`src/rtl/hazard_ctrl.sv`:
```
// Interlock and forwarding controller for the 5-stage RV32I pipeline.
// Tracks EX/MEM/WB register usage and drives stalls, bubbles, freeze and forward selects.
module hazard_ctrl #(
   parameter int CNT_W = 16
) (
   input  logic             clk,
   input  logic             rst,
   input  logic             id_valid,
   input  logic [6:0]       id_op,
   input  logic [4:0]       id_rs1,
   input  logic [4:0]       id_rs2,
   input  logic [4:0]       id_rd,
   input  logic             flush,
   input  logic             mem_ready,
   output logic             stall_pc,
   output logic             stall_ifid,
   output logic             bubble_idex,
   output logic             freeze,
   output logic [1:0]       fwd_a,
   output logic [1:0]       fwd_b,
   output logic [CNT_W-1:0] stall_cnt
);

   localparam logic [6:0] OP_LUI   = 7'b0110111;
   localparam logic [6:0] OP_AUIPC = 7'b0010111;
   localparam logic [6:0] OP_JAL   = 7'b1101111;
   localparam logic [6:0] OP_STORE = 7'b0100011;
   localparam logic [6:0] OP_BR    = 7'b1100011;
   localparam logic [6:0] OP_LOAD  = 7'b0000011;

   logic       ex_valid_r, ex_wr_r, ex_load_r, ex_u1_r, ex_u2_r;
   logic [4:0] ex_rd_r, ex_rs1_r, ex_rs2_r;
   logic       mem_valid_r, mem_wr_r, mem_load_r;
   logic [4:0] mem_rd_r;
   logic       wb_valid_r, wb_wr_r;
   logic [4:0] wb_rd_r;

   logic uses_rs1_s, uses_rs2_s, writes_s, is_load_s;
   logic lu_s, mw_s;

   assign uses_rs2_s = ~id_op[2] & id_op[5] & (~id_op[6] | ~id_op[4]);
   assign uses_rs1_s = (id_op != OP_LUI) && (id_op != OP_AUIPC) && (id_op != OP_JAL);
   assign writes_s   = (id_op != OP_STORE) && (id_op != OP_BR) && (id_rd != 5'd0);
   assign is_load_s  = (id_op == OP_LOAD);

   assign lu_s = id_valid & ex_valid_r & ex_load_r & ex_wr_r &
                 ((uses_rs1_s & (id_rs1 == ex_rd_r)) | (uses_rs2_s & (id_rs2 == ex_rd_r)));
   assign mw_s = mem_valid_r & mem_load_r & ~mem_ready;

   // A stalled MEM load has no data yet, so it is masked as a source while mw is high.
   function automatic logic [1:0] fwd_sel(
      input logic       use_rs,
      input logic [4:0] rs,
      input logic       mem_ok,
      input logic [4:0] mem_rd,
      input logic       wb_ok,
      input logic [4:0] wb_rd
   );
      logic [1:0] sel;
      if (use_rs && mem_ok && (mem_rd == rs)) begin
         sel = 2'b10;
      end else if (use_rs && wb_ok && (wb_rd == rs)) begin
         sel = 2'b01;
      end else begin
         sel = 2'b00;
      end
      return sel;
   endfunction

   logic mem_src_s, wb_src_s;
   assign mem_src_s = mem_valid_r & mem_wr_r & ~mw_s;
   assign wb_src_s  = wb_valid_r & wb_wr_r;

   assign fwd_a = fwd_sel(ex_valid_r & ex_u1_r, ex_rs1_r, mem_src_s, mem_rd_r, wb_src_s, wb_rd_r);
   assign fwd_b = fwd_sel(ex_valid_r & ex_u2_r, ex_rs2_r, mem_src_s, mem_rd_r, wb_src_s, wb_rd_r);

   // Control priority: memory wait, then flush, then load-use.
   always_comb begin
      stall_pc    = 1'b0;
      stall_ifid  = 1'b0;
      bubble_idex = 1'b0;
      freeze      = 1'b0;
      if (mw_s) begin
         freeze     = 1'b1;
         stall_pc   = 1'b1;
         stall_ifid = 1'b1;
      end else if (flush) begin
         bubble_idex = 1'b1;
      end else if (lu_s) begin
         stall_pc    = 1'b1;
         stall_ifid  = 1'b1;
         bubble_idex = 1'b1;
      end else begin
         stall_pc    = 1'b0;
      end
   end

   // Shadow stage records advance with the pipe unless frozen.
   always_ff @(posedge clk or posedge rst) begin
      if (rst) begin
         ex_valid_r  <= 1'b0;
         ex_wr_r     <= 1'b0;
         ex_load_r   <= 1'b0;
         ex_u1_r     <= 1'b0;
         ex_u2_r     <= 1'b0;
         ex_rd_r     <= 5'd0;
         ex_rs1_r    <= 5'd0;
         ex_rs2_r    <= 5'd0;
         mem_valid_r <= 1'b0;
         mem_wr_r    <= 1'b0;
         mem_load_r  <= 1'b0;
         mem_rd_r    <= 5'd0;
         wb_valid_r  <= 1'b0;
         wb_wr_r     <= 1'b0;
         wb_rd_r     <= 5'd0;
      end else if (!freeze) begin
         wb_valid_r  <= mem_valid_r;
         wb_wr_r     <= mem_wr_r;
         wb_rd_r     <= mem_rd_r;
         mem_valid_r <= ex_valid_r;
         mem_wr_r    <= ex_wr_r;
         mem_load_r  <= ex_load_r;
         mem_rd_r    <= ex_rd_r;
         if (id_valid && !bubble_idex) begin
            ex_valid_r <= 1'b1;
            ex_wr_r    <= writes_s;
            ex_load_r  <= is_load_s;
            ex_u1_r    <= uses_rs1_s;
            ex_u2_r    <= uses_rs2_s;
            ex_rd_r    <= id_rd;
            ex_rs1_r   <= id_rs1;
            ex_rs2_r   <= id_rs2;
         end else begin
            ex_valid_r <= 1'b0;
            ex_wr_r    <= 1'b0;
            ex_load_r  <= 1'b0;
            ex_u1_r    <= 1'b0;
            ex_u2_r    <= 1'b0;
            ex_rd_r    <= 5'd0;
            ex_rs1_r   <= 5'd0;
            ex_rs2_r   <= 5'd0;
         end
      end else begin
         ex_valid_r <= ex_valid_r;
      end
   end

   // Saturating count of PC-stall cycles.
   always_ff @(posedge clk or posedge rst) begin
      if (rst) begin
         stall_cnt <= {CNT_W{1'b0}};
      end else if (stall_pc && (stall_cnt != {CNT_W{1'b1}})) begin
         stall_cnt <= stall_cnt + {{(CNT_W-1){1'b0}}, 1'b1};
      end else begin
         stall_cnt <= stall_cnt;
      end
   end

endmodule

```
`config.mk`:
```
export PLATFORM = sky130hd
export DESIGN_NAME = hazard_ctrl
export DESIGN_NICKNAME = d
export VERILOG_FILES = /design/src/rtl/hazard_ctrl.sv
export SDC_FILE = /design/constraint.sdc
export NUM_CORES = 1
export LEC_CHECK = 0
export BUFFER_PORTS_ARGS = -buffer_cell sky130_fd_sc_hd__buf_2
export CELL_PAD_IN_SITES_DETAIL_PLACEMENT = 1
export CELL_PAD_IN_SITES_GLOBAL_PLACEMENT = 2
export CORE_MARGIN = 2
export CORE_UTILIZATION = 37
export DETAILED_ROUTE_END_ITERATION = 10
export GPL_TIMING_DRIVEN = 1
export PLACE_DENSITY = 0.9
export RECOVER_POWER = 100
export SLEW_MARGIN = 20
export SYNTH_ARGS = -nofsm -noshare
export SYNTH_HDL_FRONTEND = slang
export SYNTH_SLANG_ARGS = --single-unit
```
`constraint.sdc`:
```
create_clock -name clk -period 3.3 [get_ports clk]
set_input_delay 0.66 -clock clk [delete_from_list [all_inputs] [get_ports clk]]
set_output_delay 0.66 -clock clk [all_outputs]
set_load 0.05 [all_outputs]
```
After elaboration in Yosys (flattened, before gate mapping):

Cells that the tools add are included.

* output and inout port bits: 24
* register bits after elaboration: 51

* reduce and logical (&&, ||, !) cells: 16
* mux-type cells: 18
* eq/ne operators: 13
* bitwise operators: 22
* $add $sub $neg: 1

Operators by type and width (count)
* 5-bit equality test: 6
* 16-bit by 1-bit adder with 16-bit output, second input constant: 1
* 16-bit inequality test, second input constant: 1
* 1-bit bitwise AND: 15
* 5-bit two-way mux: 3
* 1-bit logical AND: 14
* 7-bit by 6-bit inequality test with 1-bit output, second input constant: 2
* 7-bit inequality test, second input constant: 2
* 1-bit two-way mux: 13
* 7-bit by 2-bit equality test with 1-bit output, second input constant: 1
* 7-bit by 5-bit inequality test with 1-bit output, second input constant: 1
* 1-bit NOT: 5
* 5-bit nonzero test: 1
* 2-bit two-way mux: 2
* 1-bit OR: 2
* 1-bit zero test: 1

Depth between registers and ports, before layout:

Gate-level depths: netlist (run 1).

* word-level depth: 12
* gate-level depth with buffers: 8
* gate-level depth less buffers: 7

Worst setup path after synthesis (run 1):

Ideal clock, no wire load.

* path kind: input port to output port
* from: input port mem_ready
* to: output port fwd_b[0]
* arrival time: 3.355 ns
* setup slack: -0.715 ns
* stages on the path: 4
* path through: nand3b_1 -> nand4_1 -> nor4_1 -> nor2_1

* word-level cells in the longest chain between the ends: 7

Ends and longest elaborated chain
* start: declaration: line 14 `input logic mem_ready,`
* 1-bit NOT: line 48 `assign mw_s = mem_valid_r & mem_load_r & ~mem_ready;`
* 1-bit bitwise AND: line 48
* 1-bit NOT: line 71 `assign mem_src_s = mem_valid_r & mem_wr_r & ~mw_s;`
* 1-bit bitwise AND: line 71
* 1-bit logical AND (2 in a row): line 60 `if (use_rs && mem_ok && (mem_rd == rs)) begin`
* 2-bit two-way mux: line 60
* end: declaration: line 20 `output logic [1:0] fwd_b,`

Every way passes these cells.

Worst setup path in the final report (run 1):

* from: input port id_op[6]
* to: output port bubble_idex

* word-level cells in the longest chain between the ends: 9

Ends and longest elaborated chain
* start: declaration: line 9 `input logic [6:0] id_op,`
* 7-bit by 6-bit inequality test with 1-bit output (tied with other cells): line 42 `assign uses_rs1_s = (id_op != OP_LUI) && (id_op != OP_AUIPC) && (id_op != OP_JAL);`
* 1-bit logical AND / 1-bit OR (equally long branches): line 42, 41
* 1-bit logical AND / 1-bit bitwise AND (equally long branches): line 42, 41
* 1-bit bitwise AND: line 47 `((uses_rs1_s & (id_rs1 == ex_rd_r)) | (uses_rs2_s & (id_rs2 == ex_rd_r)));`
* 1-bit OR (*): line 47
* 1-bit bitwise AND (*): line 46 `assign lu_s = id_valid & ex_valid_r & ex_load_r & ex_wr_r &`
* 1-bit two-way mux (*): line 89 `end else if (lu_s) begin`
* 1-bit two-way mux (*): line 87 `end else if (flush) begin`
* 1-bit two-way mux (*): line 83 `if (mw_s) begin`
* end: declaration: line 17 `output logic bubble_idex,`

Mark *: on every way between the ends. The rest lies on a longest branch, timed or not.

==> impl_metrics.env, run 1 <==
export IMPL_hold_viol=0
export IMPL_synth_top_flop_cell="dfrtp_1"
export IMPL_io_pins=51
export IMPL_reg2reg_slack_ns=0.71
export IMPL_endpoint_kind="output port"
export IMPL_worstMarginPinSlew_ns=1.49
export IMPL_gr_total_overflow=0
export IMPL_ys_ff_latch=51
export IMPL_outcome="finished clean"
export IMPL_die_h_um=87.6
export IMPL_cts_root_buf="clkbuf_8"
export IMPL_core_area_um2=6790
export IMPL_fin_skew_ns=0.00726
export IMPL_area_delta_synth_final_pct=16.2
export IMPL_critPathKind="input port to output port"
export IMPL_drv_slew=0
export IMPL_max_slew_margin=0.00493
export IMPL_clock_sinks=51
export IMPL_port_buffers=50
export IMPL_crit_fanout=4
export IMPL_num_nets_final=334
export IMPL_globalplace_congestion=0.764
export IMPL_cp_arrival_ns=2.22
export IMPL_p_leak_nw=1.46
export IMPL_gr_usage_all_layers=0.181
export IMPL_clk_pin_slew_ns=0.09
export IMPL_grt_antenna_before_repair=0
export IMPL_avgSynthCellArea_um2=10.2
export IMPL_n_fill_cell=809
export IMPL_clock_latency_ns=0.30
export IMPL_viasPerCell=5.14
export IMPL_hold_class="flip-flop to flip-flop"
export IMPL_vias=2072
export IMPL_cts_resized=0
export IMPL_synth_fp_nets=281
export IMPL_irDropWorstVdd_mv=0.194
export IMPL_grt_pass1_wl_um=10800
export IMPL_critPathRequiredTime_ns=2.64
export IMPL_wl_per_cell_um=16.0
export IMPL_dpl_cell_count=395
export IMPL_path_cells="buf_2 -> a211oi_1 -> nand4_1 -> o211ai_1 -> and2_1 -> clkbuf_1"
export IMPL_timing_max_cap_violations=0
export IMPL_drt_iter0_markers=82
export IMPL_yosys_warnings=0
export IMPL_cp_start_kind="input port"
export IMPL_power_density_nw_per_um2=422
export IMPL_setup_violations=0
export IMPL_setup_tns_ns=0
export IMPL_grt_start_max_net_pins=33
export IMPL_initial_core_util=0.380
export IMPL_fin_cells=403
export IMPL_htree_levels=2
export IMPL_max_freq_ghz=0.347
export IMPL_critPathMaxStageDelay_ns=0.48
export IMPL_fp_row_count=30
export IMPL_synth_edf_count=0
export IMPL_ant_nets=0
export IMPL_layout_commonest_cell="dfrtp_1"
export IMPL_period_share=0.873
export IMPL_yosys_cell_types_count=42
export IMPL_synthesis_area_um2=2580
export IMPL_dieArea_um2=7670
export IMPL_synth_seq_area_share=0.494
export IMPL_die_w_um=87.6
export IMPL_drive_gt1_frac=0.134
export IMPL_tritoncts="yes"
export IMPL_ys_async_sr_fraction=1.00
export IMPL_diodes=0
export IMPL_cts_hold_buffers_added=0
export IMPL_fin_util=0.442
export IMPL_finalCriticalPeriod_ns=2.88
export IMPL_dpl_hpwl_um=4970
export IMPL_cts_setup_buffers=0
export IMPL_final_cell_mix="dfrtp_1 (51), nand2_1 (47), buf_2 (28), clkbuf_1 (27), xor2_1 (23)"
export IMPL_synthCells=253
export IMPL_cts_made_buffers=5
export IMPL_wl_um=6430
export IMPL_slowest_stage="clkbuf_1"
export IMPL_p_total_mw=1.27
export IMPL_rsz0062_at_grt="no"
export IMPL_drcViolationCount=0
export IMPL_grt_pass1_vias=2116
export IMPL_clockBufferDepth=2
export IMPL_dr_pass1_iters=4
==> cells by family after synthesis <==
kind of cell             Yosys count  synth area share
AO/OA/AOI/OAI                     34             0.108
XOR/XNOR                          40             0.136
adder cells (fa/ha/maj)            1           0.00484
buffers and inverters             16            0.0315
flip-flops                        51             0.494
multiplexers                       2           0.00872
AND/OR/NAND/NOR                  109             0.218
==> cells in the mapped netlist, types with 2 or more instances <==
cell type,n,area [um2]
clkbuf_1,6,22.5
nand2_1,47,176
a31oi_1,2,12.5
xnor2_1,17,149
nor2_1,13,48.8
xor2_1,23,201
nand4_1,9,56.3
nor3b_1,4,30.0
and3_1,3,18.8
inv_1,7,26.3
a22o_1,19,166
a21oi_1,5,25.0
nand3_1,7,35.0
dfrtp_1,51,1280
nand2b_1,2,12.5
mux2_2,2,22.5
nor4_1,4,25.0
nor3_1,8,40.0
==> metal layers <==
layer | wire length (um) | GRT usage | share of wire | vias up
met3 | 193 | 0.0311 | 0.030 | 5
met1 | 3040 | 0.254 | 0.47 | 1046
met5 | 0 | 0 | 0 | -
met4 | 60 | 0.0420 | 0.0093 | 0
met2 | 3140 | 0.295 | 0.49 | 34
li1 | - | - | - | 987
==> final timing paths <==
check | start | endpoint | cells past startpoint
min in group asynchronous | rst | stall_cnt[12] | 2
worst max register to register | mem_valid_r | ex_rs1_r[2] | 5
worst min-delay path | wb_wr_r | wb_wr_r | 2
max in group asynchronous | rst | ex_u2_r | 3
worst max-delay path | id_op[6] | bubble_idex | 6
worst min register to register | wb_wr_r | wb_wr_r | 2
==> area by class of cell <==
cell class	count	area (um2)	area share
clock inverters	2	60.1	0.0200
repair buffers	55	245	0.0817
clock buffers	6	72.6	0.0242
flip-flops and latches	51	1280	0.425
multi-input cells	186	1200	0.400
inverters	7	26.3	0.00875
well taps	96	120	0.0400
==> sequential cells by signal (all words and copies together) (netlist names), 5 cells and up <==
signal     cells
wb_rd_r        5
ex_rd_r        5
ex_rs1_r       5
mem_rd_r       5
ex_rs2_r       5
stall_cnt     16
==> critical path: cells and delay by family <==
| kind | cells | cell delay (ns) |
|---|---|---|
| and+or+nand+nor | 2 | 0.36 |
| buffers and inverters | 2 | 0.60 |
| AOI/OAI and AO/OA | 2 | 0.60 |
==> report_power, final <==
part,total (mW),switching (mW),internal [mW],leakage [nW]
clock network,0.508,0.205,0.303,0.0654
registers,0.662,0.0211,0.641,0.687
logic,0.0975,0.0552,0.0423,0.711
total,1.27,0.281,0.987,1.46
==> metrics by stage <==
step	setup WS (ns)	hold WS, ns	area (um2)
floorplan	0.00632	0.440	2600
global placement	0.521	0.451	2950
detailed placement	0.500	0.462	2950
CTS	0.501	0.421	3090
global route	0.255	0.529	3000
finish	0.420	0.480	3000
(Power assumes the default switching activity.)
==> run 2: changes to the inputs <==
==> constraint.sdc (replaced) <==
create_clock -name clk -period 3.3 [get_ports clk]
set_input_delay 0.33 -clock clk [delete_from_list [all_inputs] [get_ports clk]]
set_output_delay 0.33 -clock clk [all_outputs]
set_load 0.05 [all_outputs]
==> impl_metrics.env, run 2 (synthesis gave the netlist of run 1 again) <==
export IMPL_crit_fanout=13
export IMPL_num_nets_final=332
export IMPL_drive_gt1_frac=0.138
export IMPL_critPathLaunch="ex_rd_r[4]"
export IMPL_cts_hold_buffers_added=0
export IMPL_setup_violations=0
export IMPL_drt_iter0_markers=77
export IMPL_preCtsSetupSlack_ns=0.935
export IMPL_globalplace_congestion=0.822
export IMPL_reg2reg_depth=7
export IMPL_multi_input_area_um2=1210
export IMPL_dpl_cell_area_um2=2930
export IMPL_io_pins=51
export IMPL_die_w_um=87.6
export IMPL_fp_row_count=30
export IMPL_period_share=0.853
export IMPL_die_h_um=87.6
export IMPL_clockBufferDepth=2
export IMPL_gr_usage_all_layers=0.179
export IMPL_dpl_hpwl_um=4860
export IMPL_endpoint_kind="output port"
export IMPL_critPathRequiredTime_ns=2.97
export IMPL_largest_reg_flops=16
export IMPL_drv_slew=52
export IMPL_clock_sinks=51
export IMPL_area_delta_synth_final_pct=15.6
export IMPL_dieArea_um2=7670
export IMPL_finalCriticalPeriod_ns=2.81
export IMPL_hold_path_startpoint="id_rd[1]"
export IMPL_initial_core_util=0.380
export IMPL_design_area_um2=2990
export IMPL_setup_tns_ns=0
export IMPL_clk_pin_slew_ns=0.10
export IMPL_timing_max_cap_violations=1
export IMPL_ant_nets=0
export IMPL_reg2reg_slack_ns=0.69
export IMPL_worstReg2RegStart="stall_cnt[0]"
export IMPL_critPathKind="flip-flop to output port"
export IMPL_drcViolationCount=0
export IMPL_dr_pass1_iters=4
export IMPL_regMostFlops="stall_cnt"
export IMPL_rsz0062_at_grt="no"
export IMPL_worst_slack_ns=0.485
export IMPL_hold_viol=0
export IMPL_tritoncts="yes"
export IMPL_cts_root_buf="clkbuf_8"
export IMPL_violations="max-capacitance violations, max-slew violations"
export IMPL_holdPathStages=2
export IMPL_n_fill_cell=823
export IMPL_core_area_um2=6790
export IMPL_p_leak_nw=1.44
export IMPL_layout_commonest_cell="dfrtp_1"
export IMPL_grt_start_max_net_pins=52
export IMPL_power_density_nw_per_um2=404
export IMPL_port_buffers=50
export IMPL_outcome="finished, violations left"
export IMPL_clock_latency_ns=0.31
export IMPL_grt_pass1_vias=2065
export IMPL_grt_pass1_wl_um=10700
export IMPL_r2r_end="stall_cnt[1]"
export IMPL_hold_class="input port to flip-flop"
export IMPL_wl_um=6390
export IMPL_htree_levels=2
export IMPL_cp_start_kind="flip-flop"
export IMPL_worstMarginPinSlew_ns=2.24
export IMPL_grt_antenna_before_repair=0
export IMPL_fin_skew_ns=0.0143
export IMPL_cts_resized=0
export IMPL_final_cell_mix="dfrtp_1 (51), nand2_1 (47), buf_2 (27), clkbuf_1 (25), xor2_1 (23)"
export IMPL_gr_total_overflow=0
export IMPL_max_slew_margin=-0.505
export IMPL_viasPerCell=5.09
export IMPL_cp_arrival_ns=2.48
export IMPL_diodes=0
export IMPL_hold_end="ex_rd_r[1]"
export IMPL_cts_setup_buffers=0
export IMPL_wl_per_cell_um=15.9
export IMPL_vias=2042
export IMPL_fin_util=0.440
export IMPL_max_freq_ghz=0.355
export IMPL_irDropWorstVdd_mv=0.162
export IMPL_cts_made_buffers=5
export IMPL_seqCellArea_um2=1280
[run 2: metrics by stage]
step	power, mW	instances	hold slack (ns)
final	1.21	401	0.240
after floorplan	0.728	253	0.440
after CTS	1.22	401	0.235
after global placement	0.769	393	0.455
after global routing	1.26	401	0.228
after detailed placement	0.773	393	0.468
[run 2: how the worst max path moves through the flow]
stage | to | slack [ns] | depth (start not counted)
4_1_cts | stall_pc | 0.65 | 6
2_1_floorplan | fwd_a[0] | 0.32 | 4
3_5_place_dp | stall_pc | 0.94 | 6
6_report | stall_pc | 0.49 | 6
5_1_grt | stall_ifid | 0.27 | 6
3_3_place_gp | stall_pc | 0.96 | 6
[run 2: final cells by class]
type	instances	area share
timing repair buffer	53	0.0791
tap	96	0.0402
inverter	7	0.00921
sequential	51	0.427
clock buffer	5	0.0230
clock inverter	3	0.0155
multi-input combinational	186	0.406
[run 2: layer usage]
metal	track usage	routed length, um	up-vias
met5	0	0	-
met4	0.0406	65	0
met3	0.0330	170	7
met2	0.279	3100	32
met1	0.259	3050	1015
li1	-	-	988
[run 2: critical path, cell delays in order, from the launching register on]
cell and delay [ns]:
dfrtp_1 0.45, xor2_1 0.18, nor3_1 0.29, nand4_1 0.15, o211a_1 0.32, inv_1 0.28
clkbuf_1 0.50
[run 2: power by group]
group	internal (mW)	total, mW	switching, mW
logic	0.0421	0.0944	0.0523
registers	0.641	0.663	0.0219
clock network	0.229	0.449	0.221
